--- config.mk ---
export PLATFORM = sky130hd
export DESIGN_NAME = bus_arb_flat
export DESIGN_NICKNAME = d
export VERILOG_FILES = /design/src/rtl/bus_arb_if.sv /design/src/rtl/bus_arb.sv /design/src/flat_wrapper.sv
export SDC_FILE = /design/constraint.sdc
export NUM_CORES = 1
export LEC_CHECK = 0
export ABC_AREA = 1
export CAP_MARGIN = 0
export CORE_AREA = 2 2 145 147
export DETAILED_ROUTE_END_ITERATION = 7
export DIE_AREA = 0 0 147 149
export MAX_ROUTING_LAYER = met4
export RECOVER_POWER = 25
export SYNTH_ARGS = -nofsm -noshare
export SYNTH_HDL_FRONTEND = slang
export SYNTH_SLANG_ARGS = --single-unit
--- constraint.sdc ---
create_clock -name clk -period 1.93 [get_ports clk]
set_input_delay 0.193 -clock clk [delete_from_list [all_inputs] [get_ports clk]]
set_output_delay 0.193 -clock clk [all_outputs]
set_load 0.01 [all_outputs]
--- src/rtl/bus_arb_if.sv ---
// Signal bundle between the CPU/console/UBA masters, the backplane arbiter
// and the shared memory/IO slave.
interface bus_arb_if;
    logic        cslREQI,  ubaREQI,  cpuREQI;
    logic [0:35] cslADDRI, ubaADDRI, cpuADDRI;
    logic [0:35] cslDATAI, ubaDATAI, cpuDATAI;
    logic        cslACKO,  ubaACKO,  cpuACKO;
    logic [0:35] arbDATAO;
    logic        busREQO;
    logic [0:35] busADDRO;
    logic [0:35] busDATAO;
    logic        busACKI;
    logic [0:35] busDATAI;
    logic [0:2]  arbGRANT;
    logic        arbTIMEOUT;

    // slave: the arbiter itself; master: the requesting masters plus the backplane slave
    modport slave (
        input  cslREQI, ubaREQI, cpuREQI,
        input  cslADDRI, ubaADDRI, cpuADDRI,
        input  cslDATAI, ubaDATAI, cpuDATAI,
        input  busACKI, busDATAI,
        output cslACKO, ubaACKO, cpuACKO,
        output arbDATAO, busREQO, busADDRO, busDATAO,
        output arbGRANT, arbTIMEOUT
    );

    modport master (
        output cslREQI, ubaREQI, cpuREQI,
        output cslADDRI, ubaADDRI, cpuADDRI,
        output cslDATAI, ubaDATAI, cpuDATAI,
        output busACKI, busDATAI,
        input  cslACKO, ubaACKO, cpuACKO,
        input  arbDATAO, busREQO, busADDRO, busDATAO,
        input  arbGRANT, arbTIMEOUT
    );
endinterface

--- src/rtl/bus_arb.sv ---
// Backplane arbiter: console has fixed top priority, UBA and CPU rotate;
// a master whose transaction times out is locked out until it drops REQ.
module bus_arb #(
    parameter int unsigned TIMEOUT = 1023
) (
    input  logic     clk,
    input  logic     rst,
    bus_arb_if.slave bus
);
    typedef enum logic [1:0] {IDLE, BUSY, RELEASE} arbState;

    localparam logic [15:0] WAIT_LIMIT = 16'(TIMEOUT - 1);

    arbState     state, stateNext;
    logic [0:2]  grant, grantNext;
    logic [0:2]  ack, ackNext;
    logic [0:2]  block, blockNext;
    logic [0:2]  reqLive, reqMasked;
    logic [15:0] waitCnt, waitCntNext;
    logic [0:35] rdData, rdDataNext;
    logic        timeoutHit, timeoutHitNext;
    logic        lastUba, lastUbaNext;

    assign bus.arbGRANT   = grant;
    assign bus.cslACKO    = ack[0];
    assign bus.ubaACKO    = ack[1];
    assign bus.cpuACKO    = ack[2];
    assign bus.arbDATAO   = rdData;
    assign bus.arbTIMEOUT = timeoutHit;
    assign bus.busREQO    = (state == BUSY);
    assign bus.busADDRO   = ({36{grant[0]}} & bus.cslADDRI)
                          | ({36{grant[1]}} & bus.ubaADDRI)
                          | ({36{grant[2]}} & bus.cpuADDRI);
    assign bus.busDATAO   = ({36{grant[0]}} & bus.cslDATAI)
                          | ({36{grant[1]}} & bus.ubaDATAI)
                          | ({36{grant[2]}} & bus.cpuDATAI);

    always_ff @(posedge clk) begin
        if (rst) begin
            state      <= IDLE;
            grant      <= '0;
            ack        <= '0;
            block      <= '0;
            waitCnt    <= '0;
            rdData     <= '0;
            timeoutHit <= 1'b0;
            lastUba    <= 1'b0;
        end else begin
            state      <= stateNext;
            grant      <= grantNext;
            ack        <= ackNext;
            block      <= blockNext;
            waitCnt    <= waitCntNext;
            rdData     <= rdDataNext;
            timeoutHit <= timeoutHitNext;
            lastUba    <= lastUbaNext;
        end
    end

    always_comb begin
        stateNext      = state;
        grantNext      = grant;
        ackNext        = '0;
        waitCntNext    = waitCnt;
        rdDataNext     = rdData;
        timeoutHitNext = 1'b0;
        lastUbaNext    = lastUba;
        reqLive        = {bus.cslREQI, bus.ubaREQI, bus.cpuREQI};
        reqMasked      = reqLive & ~block;
        blockNext      = block & reqLive;

        case (state)
            IDLE: begin
                if (|reqMasked) begin
                    stateNext   = BUSY;
                    waitCntNext = '0;
                    if (reqMasked[0]) begin
                        grantNext = 3'b100;
                    end else if (reqMasked[1] && (!reqMasked[2] || !lastUba)) begin
                        grantNext   = 3'b010;
                        lastUbaNext = 1'b1;
                    end else begin
                        grantNext   = 3'b001;
                        lastUbaNext = 1'b0;
                    end
                end
            end
            BUSY: begin
                // ACK takes precedence over a timeout landing in the same cycle
                if (bus.busACKI) begin
                    rdDataNext = bus.busDATAI;
                    ackNext    = grant;
                    grantNext  = '0;
                    stateNext  = RELEASE;
                end else if (waitCnt == WAIT_LIMIT) begin
                    timeoutHitNext = 1'b1;
                    blockNext      = (block | grant) & reqLive;
                    grantNext      = '0;
                    stateNext      = RELEASE;
                end else if (waitCnt != '1) begin
                    waitCntNext = waitCnt + 16'd1;
                end
            end
            RELEASE: stateNext = IDLE;
            default: stateNext = IDLE;
        endcase
    end
endmodule

--- src/flat_wrapper.sv ---
// flat-port wrapper written by rule: the top's interface ports become plain ports
module bus_arb_flat 
#(
    parameter int unsigned TIMEOUT = 1023
)
  (clk, rst, bus_cslREQI, bus_ubaREQI, bus_cpuREQI, bus_cslADDRI, bus_ubaADDRI, bus_cpuADDRI, bus_cslDATAI, bus_ubaDATAI, bus_cpuDATAI, bus_busACKI, bus_busDATAI, bus_cslACKO, bus_ubaACKO, bus_cpuACKO, bus_arbDATAO, bus_busREQO, bus_busADDRO, bus_busDATAO, bus_arbGRANT, bus_arbTIMEOUT);
  bus_arb_if bus_i ();
  input  logic clk;
  input  logic rst;
  input wire logic [$bits(bus_i.cslREQI)-1:0] bus_cslREQI;
  input wire logic [$bits(bus_i.ubaREQI)-1:0] bus_ubaREQI;
  input wire logic [$bits(bus_i.cpuREQI)-1:0] bus_cpuREQI;
  input wire logic [$bits(bus_i.cslADDRI)-1:0] bus_cslADDRI;
  input wire logic [$bits(bus_i.ubaADDRI)-1:0] bus_ubaADDRI;
  input wire logic [$bits(bus_i.cpuADDRI)-1:0] bus_cpuADDRI;
  input wire logic [$bits(bus_i.cslDATAI)-1:0] bus_cslDATAI;
  input wire logic [$bits(bus_i.ubaDATAI)-1:0] bus_ubaDATAI;
  input wire logic [$bits(bus_i.cpuDATAI)-1:0] bus_cpuDATAI;
  input wire logic [$bits(bus_i.busACKI)-1:0] bus_busACKI;
  input wire logic [$bits(bus_i.busDATAI)-1:0] bus_busDATAI;
  output wire logic [$bits(bus_i.cslACKO)-1:0] bus_cslACKO;
  output wire logic [$bits(bus_i.ubaACKO)-1:0] bus_ubaACKO;
  output wire logic [$bits(bus_i.cpuACKO)-1:0] bus_cpuACKO;
  output wire logic [$bits(bus_i.arbDATAO)-1:0] bus_arbDATAO;
  output wire logic [$bits(bus_i.busREQO)-1:0] bus_busREQO;
  output wire logic [$bits(bus_i.busADDRO)-1:0] bus_busADDRO;
  output wire logic [$bits(bus_i.busDATAO)-1:0] bus_busDATAO;
  output wire logic [$bits(bus_i.arbGRANT)-1:0] bus_arbGRANT;
  output wire logic [$bits(bus_i.arbTIMEOUT)-1:0] bus_arbTIMEOUT;
  assign bus_i.cslREQI = bus_cslREQI;
  assign bus_i.ubaREQI = bus_ubaREQI;
  assign bus_i.cpuREQI = bus_cpuREQI;
  assign bus_i.cslADDRI = bus_cslADDRI;
  assign bus_i.ubaADDRI = bus_ubaADDRI;
  assign bus_i.cpuADDRI = bus_cpuADDRI;
  assign bus_i.cslDATAI = bus_cslDATAI;
  assign bus_i.ubaDATAI = bus_ubaDATAI;
  assign bus_i.cpuDATAI = bus_cpuDATAI;
  assign bus_i.busACKI = bus_busACKI;
  assign bus_i.busDATAI = bus_busDATAI;
  assign bus_cslACKO = bus_i.cslACKO;
  assign bus_ubaACKO = bus_i.ubaACKO;
  assign bus_cpuACKO = bus_i.cpuACKO;
  assign bus_arbDATAO = bus_i.arbDATAO;
  assign bus_busREQO = bus_i.busREQO;
  assign bus_busADDRO = bus_i.busADDRO;
  assign bus_busDATAO = bus_i.busDATAO;
  assign bus_arbGRANT = bus_i.arbGRANT;
  assign bus_arbTIMEOUT = bus_i.arbTIMEOUT;
  bus_arb #(.TIMEOUT(TIMEOUT)) u_core (.clk(clk), .rst(rst), .bus(bus_i));
endmodule
; Word-level counts from Yosys, hierarchy flattened
; Cells that the tools add are included.
[word_totals]
ff_bits = 65
word_cells = 69
[op_classes]
mux = 20
bitwise = 18
n_eq_ne = 8
n_addsub = 1
n_reduce_logical = 14
[op_table]
columns = operator, count
row1 = $and 36x36->36, 6
row2 = $or 36x36->36, 4
row3 = $mux 16, 4
row4 = $pmux 16 s2, 1
row5 = $mux 3, 7
row6 = $add 16x1->16 const B, 1
row7 = $eq 16x10->1 const B, 1
row8 = $ne 16x16->1 const B, 1
row9 = $and 3x3->3, 3
row10 = $reduce_or 3->1, 3
row11 = $mux 2, 4
row12 = $pmux 3 s2, 1
row13 = $reduce_and 3->1, 2
row14 = $reduce_and 5->1, 1
row15 = $ne 2x1->1 const B, 2
row16 = $ne 2x2->1 const B, 2
row17 = $pmux 2 s2, 1
row18 = $reduce_and 2->1, 2
row19 = $ne 3x2->1 const B, 1
row20 = $not 1->1, 3
row21 = $not 3->3, 1
row22 = $or 3x3->3, 1
row23 = $eq 2x1->1 const B, 1
row24 = $logic_not 1->1, 2
row25 = 5 further kinds, 6

; Logic depth before layout (Yosys ltp)
; Gate-level depths: netlist of the first run.
[depth]
depth_word = 9
mapped_depth = 13
ltp_nobuf = 11

; Worst setup path before layout of the first run
; Ideal clock, no wire load.
[synth_path]
kind = reg-to-reg
startpoint = register u_core.waitCnt[1]
endpoint = register u_core.waitCnt[9]
setup_slack_ns = 0.457
arrival_ns = 1.365
path_buffers = 1
path_stages_with_launch = 12
period_less_slack_ns = 1.473
required_ns = 1.821
path_cell_list = dfxtp_1 -> ha_1 -> nand2_1 -> nor2_2 -> nand2_2 -> nor2_4 -> nand3b_2 -> buf_6 -> nand3_1 -> nand2_1 -> nand2_1 -> inv_1
[synth_between]
elab_chain_len = 5
elab_cells_between_ends = 10
classes_between = 1 x add/sub / 4 x eq/ne / 4 x mux / 1 x reduce/logical
[synth_lines]
columns = element, line
row1 = "start, declared", bus_arb.sv:19  ; logic [15:0] waitCnt, waitCntNext;
row2 = "start signal, assigned", bus_arb.sv:53  ; waitCnt <= waitCntNext;
row3 = $add 16x1->16, bus_arb.sv:101  ; waitCntNext = waitCnt + 16'd1;
row4 = $mux 16, bus_arb.sv:100  ; end else if (waitCnt != '1) begin
row5 = $mux 16, bus_arb.sv:95  ; end else if (waitCnt == WAIT_LIMIT) begin
row6 = $mux 16, bus_arb.sv:90  ; if (bus.busACKI) begin
row7 = $pmux 16 s2, bus_arb.sv:72  ; case (state)
; Several ways; a longest one is shown, not always the timed one. The select of a mux whose other input is x is not followed.
; A chain may end at the register's enable or synchronous reset.

; Worst setup path after layout of the first run
[layout_path]
startpoint = register u_core.grant, in the netlist u_core.bus.arbGRANT[0]
endpoint = output bus_busDATAO[2]
[layout_between]
elab_chain_len = 3
[layout_lines]
columns = element, line
row1 = "start, declared", bus_arb.sv:15  ; logic [0:2] grant, grantNext;
row2 = "start signal, assigned", bus_arb.sv:50  ; grant <= grantNext;
row3 = $and 36x36->36, bus_arb.sv:34  ; assign bus.busDATAO = ({36{grant[0]}} & bus.cslDATAI)
row4 = $or 36x36->36, bus_arb.sv:35  ; | ({36{grant[1]}} & bus.ubaDATAI)
row5 = $or 36x36->36, bus_arb.sv:36  ; | ({36{grant[2]}} & bus.cpuDATAI);
row6 = "end, declared", flat_wrapper.sv:27  ; output wire logic [$bits(bus_i.busDATAO)-1:0] bus_busDATAO;
; Every way passes these cells.

==> results of run 1 <==
-- cell families after synthesis --
family / synth area share, %
adder cells (fa/ha/maj): 0.571
XOR/XNOR: 0.400
buffers and inverters: 8.56
AND/OR/NAND/NOR: 54.2
flip-flops: 29.7
AO/OA/AOI/OAI: 6.62
-- per-stage QoR --
| stage | utilization (%) | hold slack, ns | power (mW) |
|---|---|---|---|
| 2_1_floorplan | - | 0.347 | 2.06 |
| 3_3_place_gp | 41.3 | 0.446 | 3.19 |
| 3_5_place_dp | 41.3 | 0.451 | 3.18 |
| 4_1_cts | 42.9 | 0.0884 | 4.96 |
| 5_1_grt | 44.7 | 0.123 | 5.20 |
| 6_report | 44.7 | 0.101 | 4.94 |
-- registers in the layout (all words and copies together) (netlist names) --
name / count
u_core.bus.arbDATAO: 36
u_core.waitCnt: 16
u_core.ack: 3
u_core.block: 3
u_core.bus.arbGRANT: 3
u_core.state: 2
u_core.bus.arbTIMEOUT: 1
u_core.lastUba: 1
-- synthesized netlist by cell type --
cell        n  share of area, %
ha_1        2              0.57
clkinv_2    1              0.11
o21ai_0     6              0.69
or2_2       1              0.14
nor2_2      3              0.43
xor2_1      2              0.40
buf_2       8              0.91
buf_1       3              0.26
inv_2       4              0.34
clkbuf_1   32               2.7
inv_1      33               2.8
nand3_1   141                16
nand3b_1    1              0.17
nor3_4      1              0.37
buf_4       2              0.34
nand2_2     9               1.3
o21bai_1    1              0.17
nor2_1     46               3.9
nor3b_1     3              0.51
nand4_1     2              0.29
nand3_2     3              0.69
a21oi_1    46               5.3
dfxtp_1    65                30
nand2_1   338                29
nor2_4      4               1.0
nand3b_2    1              0.26
a21boi_0    3              0.51
buf_6       4               1.0
-- routing by layer --
layer,GRT usage (%),vias to the layer above,wire length (um)
met1,22.8,2812,9410
li1,-,3188,-
met5,-,-,0
met3,6.36,45,1920
met2,32.2,252,11200
met4,5.82,0,667
-- layout make-up --
cell class,instances,area (sq um)
multi-input combinational,613,2710
clock buffer,9,225
tap,275,344
timing repair buffer,412,4350
antenna,6,15.0
fill,2132,11400
inverter,38,144
clock inverter,7,83.8
sequential,65,1310
-- report_power, final --
part | internal [mW] | switching [mW]
combinational | 1.01 | 0.746
sequential | 1.40 | 0.0526
clock | 1.02 | 0.702
-- worst paths after layout --
kind                                                            end  slack (ns)
worst max register to register      u_core.waitCnt[14]$_SDFFE_PP0P_        0.22
worst max-delay path                                bus_busDATAO[2]        0.05
worst min-delay path                 u_core.waitCnt[8]$_SDFFE_PP0P_        0.10
worst min register to register  u_core.bus.arbDATAO[0]$_SDFFE_PP0P_        0.46
-- worst max-delay path, delay by kind of cell (launching register included) --
family	cells	cell delay, ns
buffers and inverters	2	0.74
flip-flops	1	0.47
AND/OR/NAND/NOR	2	0.13
-- timing repair --
action | CTS | global route
setup buffers | 0 | 7
hold endpoints to repair | 0 | 0
gates resized for setup | 17 | 65
cloned | 1 | 5
pin swaps | 0 | 1
endpoints found under the setup margin | 71 | 56
==> summary.txt, run 1 <==
Route
  – DR vias/cell: 4.42
  – Mean routed wirelength per cell: 16.3 um
  – DR pass1 iterations: 5
  – Drt first-iter violations: 285
  – Remaining antenna violation count: 0
  – DRC violation count after routing: 0
  – DRT Wirelength: 23,200 um
  – Total via count in the routed design: 6,297

Timing
  – Final number of max-transition violations: 0
  – Maximum operating frequency: 0.533 GHz
  – Total of endpoints with negative setup slack in the final report: 0
  – Transition time of the tightest slew-check pin: 0.800 ns
  – Period utilization: 97.2%
  – Rel. slew slack: 46.7%
  – Final setup margin: 0.0550 ns
  – Min Clock Period, post-route: 1.88 ns
  – Worst setup skew after layout: 0.0119 ns
  – Hold violation total from the final report: 0
  – Setup TNS: 0 ns

CTS
  – Bufs on Longest Clock Path: 2
  – H-tree depth reported by CTS: 3
  – Number of buffers created by CTS: 9
  – Buffer cell driving the clock tree root: clkbuf_16
  – Clock sink count: 65
  – Clk Latency, worst-skew pair: 0.35 ns
  – TritonCTS clock tree: yes
  – CTS hold repair buffers: 0
  – Clock-pin slew on the worst setup and hold paths: 0.06 ns

Worst setup path
  – Peak fanout along the critical path: 17
  – Length in cells of the worst reg-to-reg path: 10
  – Delay of the slowest critical-path stage: 0.56 ns
  – Slowest CP cell: clkdlybuf4s50_1
  – Required time of the critical path: 1.74 ns
  – Launching element type of the critical path: flip-flop
  – Critical path class: flip-flop to output pin
  – Arrival time of data at the critical path endpoint: 1.68 ns
  – Startpoint of the worst register-to-register path: u_core.waitCnt[0]$_SDFFE_PP0P_
  – CP Capture Type: output pin
  – Startpoint of the worst setup timing path: u_core.bus.arbGRANT[0]$_SDFFE_PP0P_
  – Worst-path cell chain: buf_12 -> nand2_1 -> nand3_1 -> clkdlybuf4s50_1

Yosys
  – Mean cell area of the mapped netlist: 5.73 sq um
  – Synth unique cells: 28
  – Warnings from Yosys: 0
  – Number of instances in the synthesized netlist: 765
  – Number of storage elements in the synthesis netlist: 65
  – Proportion of synthesized chip area in sequential cells: 29.7%
  – Number of nets in the synthesized netlist: 1,025
  – Cell area after technology mapping: 0.00438 sq mm

Cells and area
  – Net total in the final layout: 1,399
  – Commonest non-fill, non-tap cell in the layout: nand2_1
  – Most frequent cells in the layout: nand2_1, clkdlybuf4s50_1, nand3_1
  – Final Non-Filler Cells: 1,425
  – Ratio of cells with drive above 1 in the final layout: 7.52%
  – Post-route cell area: 0.00919 sq mm
  – Post-synthesis to final-layout area growth: 110%

Floorplanning
  – I/O pins: 374
  – Effective utilization at floorplan: 21.3%
  – Placement row count: 53
  – Area enclosed by the die boundary: 0.0219 sq mm
  – Die outline width: 147 um
  – Die height: 149 um
  – Area inside the core boundary: 0.0206 sq mm

Place
  – Post-DP Area: 0.00849 sq mm
  – DP Cell Count: 1,390
  – Final estimated routing congestion in global placement: 0.883
  – DP Wirelength: 17,200 um
  – I/O Buffers: 373
  – Post-place setup slack: 0.179 ns

Flow run
  – Number of maximum-capacitance violations: 0

Global routing
  – All-Layer GR Usage: 19.5%
  – Number of antenna violations at the first check in global routing: 6
  – First-pass GRT wire length: 32,600 um
  – Pin count of the biggest net entering global routing: 40
  – Grt ovf: 0
  – Via count of the first global-routing pass: 6,047

Hold path
  – Worst hold start: rst
  – Worst hold path cell count: 2
  – Type of the worst min-delay path: input port to flip-flop

Power and ir drop
  – PwrDens: 538 mW/mm^2
  – Static leakage: 4.56 nW
  – Largest voltage drop on the vdd net: 383 uV

Status
  – Run status: finished clean
Power figures use the tool's default switching activity.
==> run 2: changes to the inputs <==
Settings changed: CTS_CLUSTER_SIZE set to 28.
Clock period 1.93 ns to 2.4 ns, I/O delays scaled along.
==> run 2 against run 1 <==
Net effect:
- routed wire length is 7.2% lower
- first-iteration DRC count is 7.0% lower
- sequential share of layout area is 0.68 points higher
- clock power is 13% lower
- combinational power is 25% lower
- critical endpoint is now bus_busADDRO[32]
- largest cell class unchanged
- highest routed layer unchanged
==> summary.txt, run 2 (synthesis gave the netlist of run 1 again) <==
Status
  – Run status: finished clean (unchanged)

Worst setup path
  – Peak fanout along the critical path: 32 (was 17)
  – Delay of the slowest critical-path stage: 0.56 ns (about the same)
  – Startpoint of the worst register-to-register path: u_core.waitCnt[1]$_SDFFE_PP0P_ (was u_core.waitCnt[0]$_SDFFE_PP0P_)
  – Length in cells of the worst reg-to-reg path: 10 (unchanged)
  – Required time of the critical path: 2.16 ns (was 1.74 ns)
  – Slowest CP cell: clkdlybuf4s50_1 (unchanged)
  – Startpoint of the worst setup timing path: u_core.bus.arbGRANT[2]$_SDFFE_PP0P_ (was u_core.bus.arbGRANT[0]$_SDFFE_PP0P_)
  – Worst-path cell chain: buf_12 -> nand2_1 -> nand3_1 -> clkdlybuf4s50_1 (unchanged)
  – RR Endpoint: u_core.waitCnt[9]$_SDFFE_PP0P_ (was u_core.waitCnt[14]$_SDFFE_PP0P_)
  – CP Capture Type: output pin (unchanged)
  – Register-to-register setup slack: 0.57 ns (was 0.22 ns)
  – Launching element type of the critical path: flip-flop (unchanged)
  – Arrival time of data at the critical path endpoint: 1.88 ns (was 1.68 ns)
  – Critical path class: flip-flop to output pin (unchanged)

Floorplanning
  – Area enclosed by the die boundary: 0.0219 sq mm (unchanged)
  – Placement row count: 53 (unchanged)
  – Area inside the core boundary: 0.0206 sq mm (unchanged)
  – Die outline width: 147 um (unchanged)
  – Die height: 149 um (unchanged)
  – I/O pins: 374 (unchanged)
  – Effective utilization at floorplan: 21.3% (unchanged)

CTS
  – TritonCTS clock tree: yes (unchanged)
  – CTS hold repair buffers: 0 (unchanged)
  – Bufs on Longest Clock Path: 2 (unchanged)
  – Clk Latency, worst-skew pair: 0.34 ns (was 0.35 ns)
  – Resize count post-CTS: 0 (was 17)
  – Clock-pin slew on the worst setup and hold paths: 0.06 ns (about the same)
  – Buffer cell driving the clock tree root: clkbuf_16 (unchanged)
  – Number of buffers created by CTS: 9 (unchanged)
  – Clock sink count: 65 (unchanged)
  – Post-CTS repair timing setup buffer count: 0 (unchanged)
  – H-tree depth reported by CTS: 3 (unchanged)

Timing
  – Transition time of the tightest slew-check pin: 0.563 ns (was 0.800 ns)
  – Setup TNS: 0 ns (unchanged)
  – Rel. slew slack: 62.4% (was 46.7%)
  – Unrepaired setup endpoints after global routing: false
  – Period utilization: 88.4%
  – Worst setup skew after layout: 0.00508 ns (was 0.0119 ns)
  – Hold violation total from the final report: 0 (unchanged)
  – Total of endpoints with negative setup slack in the final report: 0 (unchanged)
  – Maximum operating frequency: 0.471 GHz
  – Final number of max-transition violations: 0 (unchanged)
  – Min Clock Period, post-route: 2.12 ns

Route
  – DRC violation count after routing: 0 (unchanged)
  – Total via count in the routed design: 6,116 (was 6,297)
  – DRT Wirelength: 21,500 um (was 23,200 um)
  – Drt first-iter violations: 265 (was 285)
  – DR pass1 iterations: 5 (unchanged)
  – DR vias/cell: 4.37 (was 4.42)
  – Mean routed wirelength per cell: 15.3 um (was 16.3 um)
  – Remaining antenna violation count: 0 (unchanged)

Flow run
  – Number of maximum-capacitance violations: 0 (unchanged)

Cells and area
  – Net total in the final layout: 1,373 (was 1,399)
  – Final Non-Filler Cells: 1,401 (was 1,425)
  – Largest register FFs: 36 (unchanged)
  – Filler cells: 2,178 (was 2,132)
  – Sequential cell area in the final layout: 0.00131 sq mm (about the same)
  – Post-synthesis to final-layout area growth: 98.9% (was 110%)
  – Commonest non-fill, non-tap cell in the layout: nand2_1 (unchanged)
  – Ratio of cells with drive above 1 in the final layout: 5.19% (was 7.52%)
  – Most frequent cells in the layout: nand2_1, clkdlybuf4s50_1, nand3_1 (unchanged)
  – Multi-input gate area: 0.00269 sq mm (was 0.00271 sq mm)

Hold path
  – Worst hold path cell count: 3 (was 2)
  – Type of the worst min-delay path: input port to flip-flop (unchanged)
  – Worst hold start: rst (unchanged)
  – Worst min-delay path endpoint: u_core.lastUba$_SDFFE_PP0P_ (was u_core.waitCnt[8]$_SDFFE_PP0P_)

Global routing
  – All-Layer GR Usage: 19.2% (was 19.5%)
  – Pin count of the biggest net entering global routing: 52 (was 40)
  – First-pass GRT wire length: 32,200 um (was 32,600 um)
  – Number of antenna violations at the first check in global routing: 8 (was 6)
  – Via count of the first global-routing pass: 5,965 (was 6,047)
  – Grt ovf: 0 (unchanged)

Place
  – Final estimated routing congestion in global placement: 0.887 (was 0.883)
  – I/O Buffers: 373 (unchanged)
  – DP Wirelength: 17,000 um (was 17,200 um)
  – DP Cell Count: 1,377 (was 1,390)

Power and ir drop
  – PwrDens: 457 mW/mm^2 (was 538 mW/mm^2)
  – Largest voltage drop on the vdd net: 400 uV (was 383 uV)
  – Static leakage: 3.48 nW (was 4.56 nW)
  – Final total power: 3.99 mW (was 4.94 mW)
-- run 2: layer usage --
layer  part of all wire (%)  up-vias  track usage (%)
met5                      0        -                -
met4                    1.8        0             5.14
met3                    8.6       24             5.87
met2                     49      236             31.9
met1                     41     2709             22.8
li1                       -     3147                -
-- run 2: worst max path at each step --
stage                                      to  slack, ns  cells after the start
2_1_floorplan  u_core.waitCnt[9]$_SDFFE_PP0P_       0.93                     11
3_3_place_gp   u_core.waitCnt[2]$_SDFFE_PP0P_       0.54                      9
3_5_place_dp   u_core.waitCnt[2]$_SDFFE_PP0P_       0.47                      9
4_1_cts                      bus_busADDRO[13]       0.24                      4
5_1_grt                      bus_busDATAO[33]       0.17                      4
6_report                     bus_busADDRO[32]       0.28                      4
-- run 2: area by class of cell --
class / instances / share of cell area [%]
antenna: 8 / 0.230
timing repair buffer: 386 / 44.5
clock inverter: 6 / 1.12
tap: 275 / 3.95
sequential: 65 / 15.0
clock buffer: 10 / 2.74
multi-input combinational: 613 / 30.9
inverter: 38 / 1.65
-- run 2: report_power, final --
group,switching (mW),leakage (nW),internal [mW]
Combinational,0.555,2.78,0.769
Clock,0.542,0.166,0.955
Sequential,0.0390,0.529,1.13
-- run 2: stage by stage --
step	utilization [%]	setup slack, ns	cell area (sq um)	hold WS (ns)
4_1_cts	42.4	0.243	8710	0.424
3_3_place_gp	40.7	0.542	8380	0.447
2_1_floorplan	-	0.927	4380	0.394
3_5_place_dp	40.7	0.467	8380	0.453
6_report	42.4	0.278	8720	0.421
5_1_grt	42.4	0.167	8720	0.420
-- run 2: critical path: cells and delay by family (launching register included) --
family | cells | cell delay (ns)
buffers and inverters | 2 | 0.80
DFF | 1 | 0.54
and+or+nand+nor | 2 | 0.20
